$ cat config.mk
export PLATFORM = sky130hd
export DESIGN_NAME = job_scheduler
export DESIGN_NICKNAME = d
export VERILOG_FILES = /design/src/rtl/job_scheduler.sv
export SDC_FILE = /design/constraint.sdc
export NUM_CORES = 1
export LEC_CHECK = 0
export CORE_ASPECT_RATIO = 0.6
export CORE_MARGIN = 2
export CORE_UTILIZATION = 25
export CTS_BUF_LIST = sky130_fd_sc_hd__clkbuf_4 sky130_fd_sc_hd__clkbuf_8
export CTS_CLUSTER_DIAMETER = 120
export CTS_CLUSTER_SIZE = 24
export DETAILED_ROUTE_END_ITERATION = 10
export DONT_BUFFER_PORTS = 1
export GPL_ROUTABILITY_DRIVEN = 1
export SETUP_SLACK_MARGIN = 0.1
export SLEW_MARGIN = 20
export SYNTH_ARGS = -nofsm -noshare
export SYNTH_HDL_FRONTEND = slang
export SYNTH_SLANG_ARGS = --single-unit
$ cat constraint.sdc
create_clock -name clk -period 4.9 [get_ports clk]
set_input_delay 1.225 -clock clk [delete_from_list [all_inputs] [get_ports clk]]
set_output_delay 1.225 -clock clk [all_outputs]
set_load 0.005 [all_outputs]
$ cat src/rtl/job_scheduler.sv
// Hands out nonce batches to NCORES hash cores, one start per cycle, and
// funnels their results into the output FIFO through a round-robin arbiter.
module job_scheduler #(
   parameter int NCORES     = 4,
   parameter int BATCH_LOG2 = 16
) (
   input  logic                 clk,
   input  logic                 rst,
   input  logic                 job_load,
   input  logic                 job_abort,
   input  logic [31:0]          nonce_base,
   input  logic [NCORES-1:0]    core_idle,
   input  logic [NCORES-1:0]    core_found,
   input  logic [32*NCORES-1:0] core_result,
   output logic [NCORES-1:0]    core_start,
   output logic [31:0]          core_nonce,
   output logic [NCORES-1:0]    res_ack,
   output logic                 res_wr,
   output logic [31:0]          res_data,
   input  logic                 res_full,
   output logic                 busy,
   output logic                 exhausted
);

   localparam int          PW        = (NCORES > 1) ? $clog2(NCORES) : 1;
   localparam logic [32:0] BATCH_INC = 33'd1 << BATCH_LOG2;

   typedef enum logic [1:0] {
      ST_IDLE     = 2'd0,
      ST_DISPATCH = 2'd1,
      ST_DRAIN    = 2'd2
   } state_t;

   state_t              state_r;
   state_t              state_next_s;
   logic [31:0]         next_nonce_r;
   logic [31:0]         nonce_next_s;
   logic                exh_next_s;
   logic [32:0]         batch_sum_s;
   logic [NCORES-1:0]   start_s;
   logic [NCORES-1:0]   disp_elig_s;
   logic [NCORES-1:0]   disp_onehot_s;
   logic                disp_hit_s;

   logic [PW-1:0]       ptr_r;
   logic [NCORES-1:0]   arb_req_s;
   logic [NCORES-1:0]   arb_onehot_s;
   logic [PW-1:0]       arb_idx_s;
   logic                arb_hit_s;
   logic                grant_s;

   logic [NCORES-1:0]   core_start_r;
   logic [31:0]         core_nonce_r;
   logic [NCORES-1:0]   res_ack_r;
   logic                res_wr_r;
   logic [31:0]         res_data_r;
   logic                busy_r;
   logic                exhausted_r;

   function automatic logic [PW-1:0] wrap_idx(input logic [PW-1:0] base,
                                              input int unsigned   off);
      int unsigned sum;
      sum = 32'(base) + off;
      sum = (sum >= unsigned'(NCORES)) ? (sum - unsigned'(NCORES)) : sum;
      return PW'(sum);
   endfunction

   assign batch_sum_s = {1'b0, next_nonce_r} + BATCH_INC;

   // Lowest-index idle core, skipping the one started last cycle (its idle is stale).
   always_comb begin
      disp_elig_s   = core_idle & ~core_start_r;
      disp_hit_s    = 1'b0;
      disp_onehot_s = '0;
      for (int k = NCORES - 1; k >= 0; k--) begin
         if (disp_elig_s[k]) begin
            disp_hit_s       = 1'b1;
            disp_onehot_s    = '0;
            disp_onehot_s[k] = 1'b1;
         end else begin
            disp_hit_s = disp_hit_s;
         end
      end
   end

   // Next-state and dispatch decisions; abort overrides load in every state.
   always_comb begin
      state_next_s = state_r;
      nonce_next_s = next_nonce_r;
      exh_next_s   = exhausted_r;
      start_s      = '0;
      if (job_abort) begin
         state_next_s = ST_IDLE;
         exh_next_s   = 1'b0;
      end else if (job_load) begin
         state_next_s = ST_DISPATCH;
         nonce_next_s = nonce_base;
         exh_next_s   = 1'b0;
      end else begin
         case (state_r)
            ST_IDLE: begin
               state_next_s = ST_IDLE;
            end
            ST_DISPATCH: begin
               if (disp_hit_s) begin
                  start_s      = disp_onehot_s;
                  nonce_next_s = batch_sum_s[31:0];
                  if (batch_sum_s[32]) begin
                     exh_next_s   = 1'b1;
                     state_next_s = ST_DRAIN;
                  end else begin
                     state_next_s = ST_DISPATCH;
                  end
               end else begin
                  state_next_s = ST_DISPATCH;
               end
            end
            ST_DRAIN: begin
               if ((&core_idle) && !(|core_found)) begin
                  state_next_s = ST_IDLE;
               end else begin
                  state_next_s = ST_DRAIN;
               end
            end
            default: begin
               state_next_s = ST_IDLE;
            end
         endcase
      end
   end

   // FSM state, nonce counter and dispatch-side outputs.
   always_ff @(posedge clk or posedge rst) begin
      if (rst) begin
         state_r      <= ST_IDLE;
         next_nonce_r <= 32'd0;
         exhausted_r  <= 1'b0;
         busy_r       <= 1'b0;
         core_start_r <= '0;
         core_nonce_r <= 32'd0;
      end else begin
         state_r      <= state_next_s;
         next_nonce_r <= nonce_next_s;
         exhausted_r  <= exh_next_s;
         busy_r       <= (state_next_s != ST_IDLE);
         core_start_r <= start_s;
         if (|start_s) begin
            core_nonce_r <= next_nonce_r;
         end
      end
   end

   // Round-robin search from ptr; a core acked last cycle still shows found, so mask it.
   always_comb begin
      arb_req_s = core_found & ~res_ack_r;
      arb_hit_s = 1'b0;
      arb_idx_s = '0;
      for (int k = NCORES - 1; k >= 0; k--) begin
         if (arb_req_s[wrap_idx(ptr_r, unsigned'(k))]) begin
            arb_hit_s = 1'b1;
            arb_idx_s = wrap_idx(ptr_r, unsigned'(k));
         end else begin
            arb_hit_s = arb_hit_s;
         end
      end
      grant_s      = arb_hit_s & ~res_full;
      arb_onehot_s = {{(NCORES-1){1'b0}}, 1'b1} << arb_idx_s;
   end

   // Result arbiter outputs; during abort results are acked but not written.
   always_ff @(posedge clk or posedge rst) begin
      if (rst) begin
         ptr_r      <= '0;
         res_ack_r  <= '0;
         res_wr_r   <= 1'b0;
         res_data_r <= 32'd0;
      end else if (grant_s) begin
         ptr_r      <= wrap_idx(arb_idx_s, 32'd1);
         res_ack_r  <= arb_onehot_s;
         res_wr_r   <= ~job_abort;
         res_data_r <= core_result[32*arb_idx_s +: 32];
      end else begin
         res_ack_r  <= '0;
         res_wr_r   <= 1'b0;
      end
   end

   assign core_start = core_start_r;
   assign core_nonce = core_nonce_r;
   assign res_ack    = res_ack_r;
   assign res_wr     = res_wr_r;
   assign res_data   = res_data_r;
   assign busy       = busy_r;
   assign exhausted  = exhausted_r;

endmodule

==> flow_metrics.env <==
export IMPL_outcome="complete, no violations"
export IMPL_fmax_mhz=375.1
export IMPL_synth_edf_count=0
export IMPL_dp_hpwl_um=11180
export IMPL_area_growth_pct=7.362
export IMPL_tns_ns=0
export IMPL_synth_seq_cells=111
export IMPL_maxCapViolations=0
export IMPL_initial_core_util_pct=25.49
export IMPL_wl_um=14900
export IMPL_via_per_inst=4.995
export IMPL_syn_cell_area_mm2=0.005625
export IMPL_dieHeight_um=120.2
export IMPL_rows=42
export IMPL_finalHoldViolations=0
export IMPL_cp_slowest_stage_delay_ns=0.35
export IMPL_critical_path_required_ns=5.17
export IMPL_fin_cells=769
export IMPL_critPathLaunchType="input port"
export IMPL_clock_latency_ns=0.39
export IMPL_dieArea_mm2=0.02376
export IMPL_grt_ovfl_total=0
export IMPL_min_period_ns=2.666
export IMPL_num_vias=3841
export IMPL_drt_iter0_markers=214
export IMPL_antenna_found_initial=2
export IMPL_cts_tree="yes"
export IMPL_hold_class="register to register"
export IMPL_synth_cell_type_count=51
export IMPL_nNetsFinal=657
export IMPL_powerDensity_mw_per_mm2=523.8
export IMPL_placedCellCount=752
export IMPL_remaining_drc_errors=0
export IMPL_post_cts_buffers=0
export IMPL_cts_sinks=111
export IMPL_cts_root_buffer="clkbuf_8"
export IMPL_async_flop_share_pct=100.0
export IMPL_synthFlopType="dfrtp_1"
export IMPL_cts_max_path_buffers=2
export IMPL_fin_crit_sh_pct=54.41
export IMPL_synth_fp_nets=671
export IMPL_yosysSeqAreaShare_pct=49.38
export IMPL_portBuffers=0
export IMPL_numCtsBuffers=9
export IMPL_io_pins=248
export IMPL_p_leak_nw=2.559
export IMPL_yosysTopAreaCell="dfrtp_1"
export IMPL_clk_pin_slew_ns=0.10
export IMPL_netlist_area_leader_share_pct=49.38
export IMPL_worstPathArrival_ns=2.94
export IMPL_fin_skew_ns=0.008774
export IMPL_max_slew_margin_rel_pct=38.01
export IMPL_synth_area_leaders="dfrtp_1 (49%), mux2i_1 (12%), mux2_2 (9.2%)"
export IMPL_grt_setup_unrepaired="no"
export IMPL_grt_usage_pct=12.53
export IMPL_power_w=0.003164
export IMPL_grt_pass1_vias=3804
export IMPL_crit_slowest_cell="o31ai_2"
export IMPL_gp_congestion=0.7475
export IMPL_coreArea_mm2=0.02207
export IMPL_hold_buffers=0
export IMPL_synthCells=491
export IMPL_drive_gt1_share_pct=17.63
export IMPL_grt_first_pass_wirelength_um=22540
export IMPL_setup_violations=0
export IMPL_setup_worst_path_end_class="register"
export IMPL_synth_warnings=0
export IMPL_ir_worst_vdd_uv=203.4
export IMPL_critPathKind="input port to register"
export IMPL_grt_max_degree=68
export IMPL_htree_levels=3
export IMPL_maxSlewViolCount=0
export IMPL_cts_resized=0
export IMPL_drtPass1Iterations=4
export IMPL_synth_avg_cell_area_um2=11.46
export IMPL_routedWlPerCell_um=19.37
export IMPL_path_max_fanout=67
export IMPL_die_width_um=197.7
export IMPL_detail_route_antenna_nets=0
export IMPL_tightest_slew_ns=0.9264
export IMPL_crit_chain="nor2b_1 -> nor2_1 -> o31ai_2 -> a21oi_4 -> buf_12 -> mux2i_1 -> o221ai_2"
flip-flops by register name, summed over array words and instances, names as in the netlist:
signal / flops
core_nonce: 32
next_nonce_r: 32
res_data: 32
core_start: 4
res_ack: 4
ptr_r: 2
state_r: 2
busy: 1
exhausted: 1
res_wr: 1
cells in the mapped netlist (2+ instances only):
cell         n
buf_2        2
mux2_2      46
o22ai_1      2
mux2i_1     67
bufbuf_8     2
nand2_1     47
nand4_1      5
nor3b_1      3
nor2_1      25
inv_1       10
nor3_1       3
o2bb2ai_1    4
nand2b_1     5
a31oi_1      4
o21ai_0     22
nand3_1      6
ha_1         7
o221ai_2     6
o221ai_1    26
and2_1       4
o21ai_1      6
buf_12       4
and3_1       7
a22oi_1      4
nor2b_1      2
a21oi_1     17
dfrtp_1    111
clkbuf_1    21
placed cells by master, fill, tap and decap left out, types with 3 or more instances in the layout:
| cell type | instances |
|---|---|
| o221ai_1 | 26 |
| nand4_1 | 5 |
| a31oi_1 | 4 |
| buf_4 | 5 |
| o2bb2ai_1 | 4 |
| nor2_1 | 25 |
| nand3_1 | 5 |
| and3_1 | 7 |
| o21ai_0 | 22 |
| o21ai_1 | 6 |
| mux2_2 | 46 |
| clkbuf_8 | 10 |
| a21oi_1 | 17 |
| and2_1 | 4 |
| mux2i_1 | 67 |
| nand2_1 | 47 |
| dfrtp_1 | 111 |
| o221ai_2 | 6 |
| ha_1 | 7 |
| inv_1 | 9 |
| nand2b_1 | 5 |
| nor3_1 | 3 |
| a22oi_1 | 4 |
| nor3b_1 | 3 |
metal layers:
metal  global-route usage (%)  part of all wire [%]
met1                    18.07                    49
met2                    17.21                    43
met3                    4.407                   6.5
met4                    4.182                   1.3
met5                        0                  0.11
area by class of cell:
| type | instances | area (um2) |
|---|---|---|
| Clock inverter | 5 | 56.30 |
| Inverter | 11 | 43.79 |
| Sequential cell | 111 | 2778 |
| Timing Repair Buffer | 6 | 57.56 |
| Multi-Input combinational cell | 338 | 2599 |
| Tap cell | 286 | 357.8 |
| Clock buffer | 11 | 145.1 |
| Antenna cell | 1 | 2.502 |
| Fill cell | 2318 | 16030 |
report_power, final:
group          internal (W)  switching (W)  total, W  leakage, nW
clock network      0.000257       0.000330  0.000586        0.103
registers           0.00120       0.000269   0.00147         1.36
logic              0.000541       0.000568   0.00111         1.09
logic make-up after synthesis:
family | Yosys count | synth area share, %
and+or+nand+nor | 116 | 10.01
muxes | 113 | 21.13
DFF | 111 | 49.38
AOI/OAI and AO/OA | 102 | 13.26
buffers and inverters | 42 | 4.671
adders and majority gates | 7 | 1.557
per-stage QoR:
step / util (%) / area [um2] / worst slack, ns / hold WS (ns)
2_1_floorplan: - / 5625 / 0.7443 / 0.4733
3_3_place_gp: 26.43 / 5834 / 1.791 / 0.4837
3_5_place_dp: 26.43 / 5834 / 1.804 / 0.4912
4_1_cts: 27.35 / 6036 / 2.257 / 0.5139
5_1_grt: 27.35 / 6037 / 2.120 / 0.5389
6_report: 27.36 / 6040 / 2.234 / 0.5131
worst max-delay path: cells and delay by family:
kind,cells,cell delay (ns)
muxes,1,0.29
and+or+nand+nor,2,0.52
buffers and inverters,1,0.22
AOI/OAI and AO/OA,3,0.58
worst paths after layout:
| kind | endpoint | depth (start not counted) | from | slack, ns |
|---|---|---|---|---|
| worst max-delay path | res_data[26] | 7 | core_found[1] | 2.23 |
| worst max register to register | ptr_r[1] | 9 | res_ack[2] | 2.61 |
| max in group asynchronous | res_data[8] | 2 | rst | 3.20 |
| min in group asynchronous | core_nonce[16] | 1 | rst | 0.84 |
| worst min-delay path | core_nonce[4] | 1 | next_nonce_r[4] | 0.51 |
| worst min register to register | core_nonce[4] | 1 | next_nonce_r[4] | 0.51 |
Power figures use the tool's default switching activity.
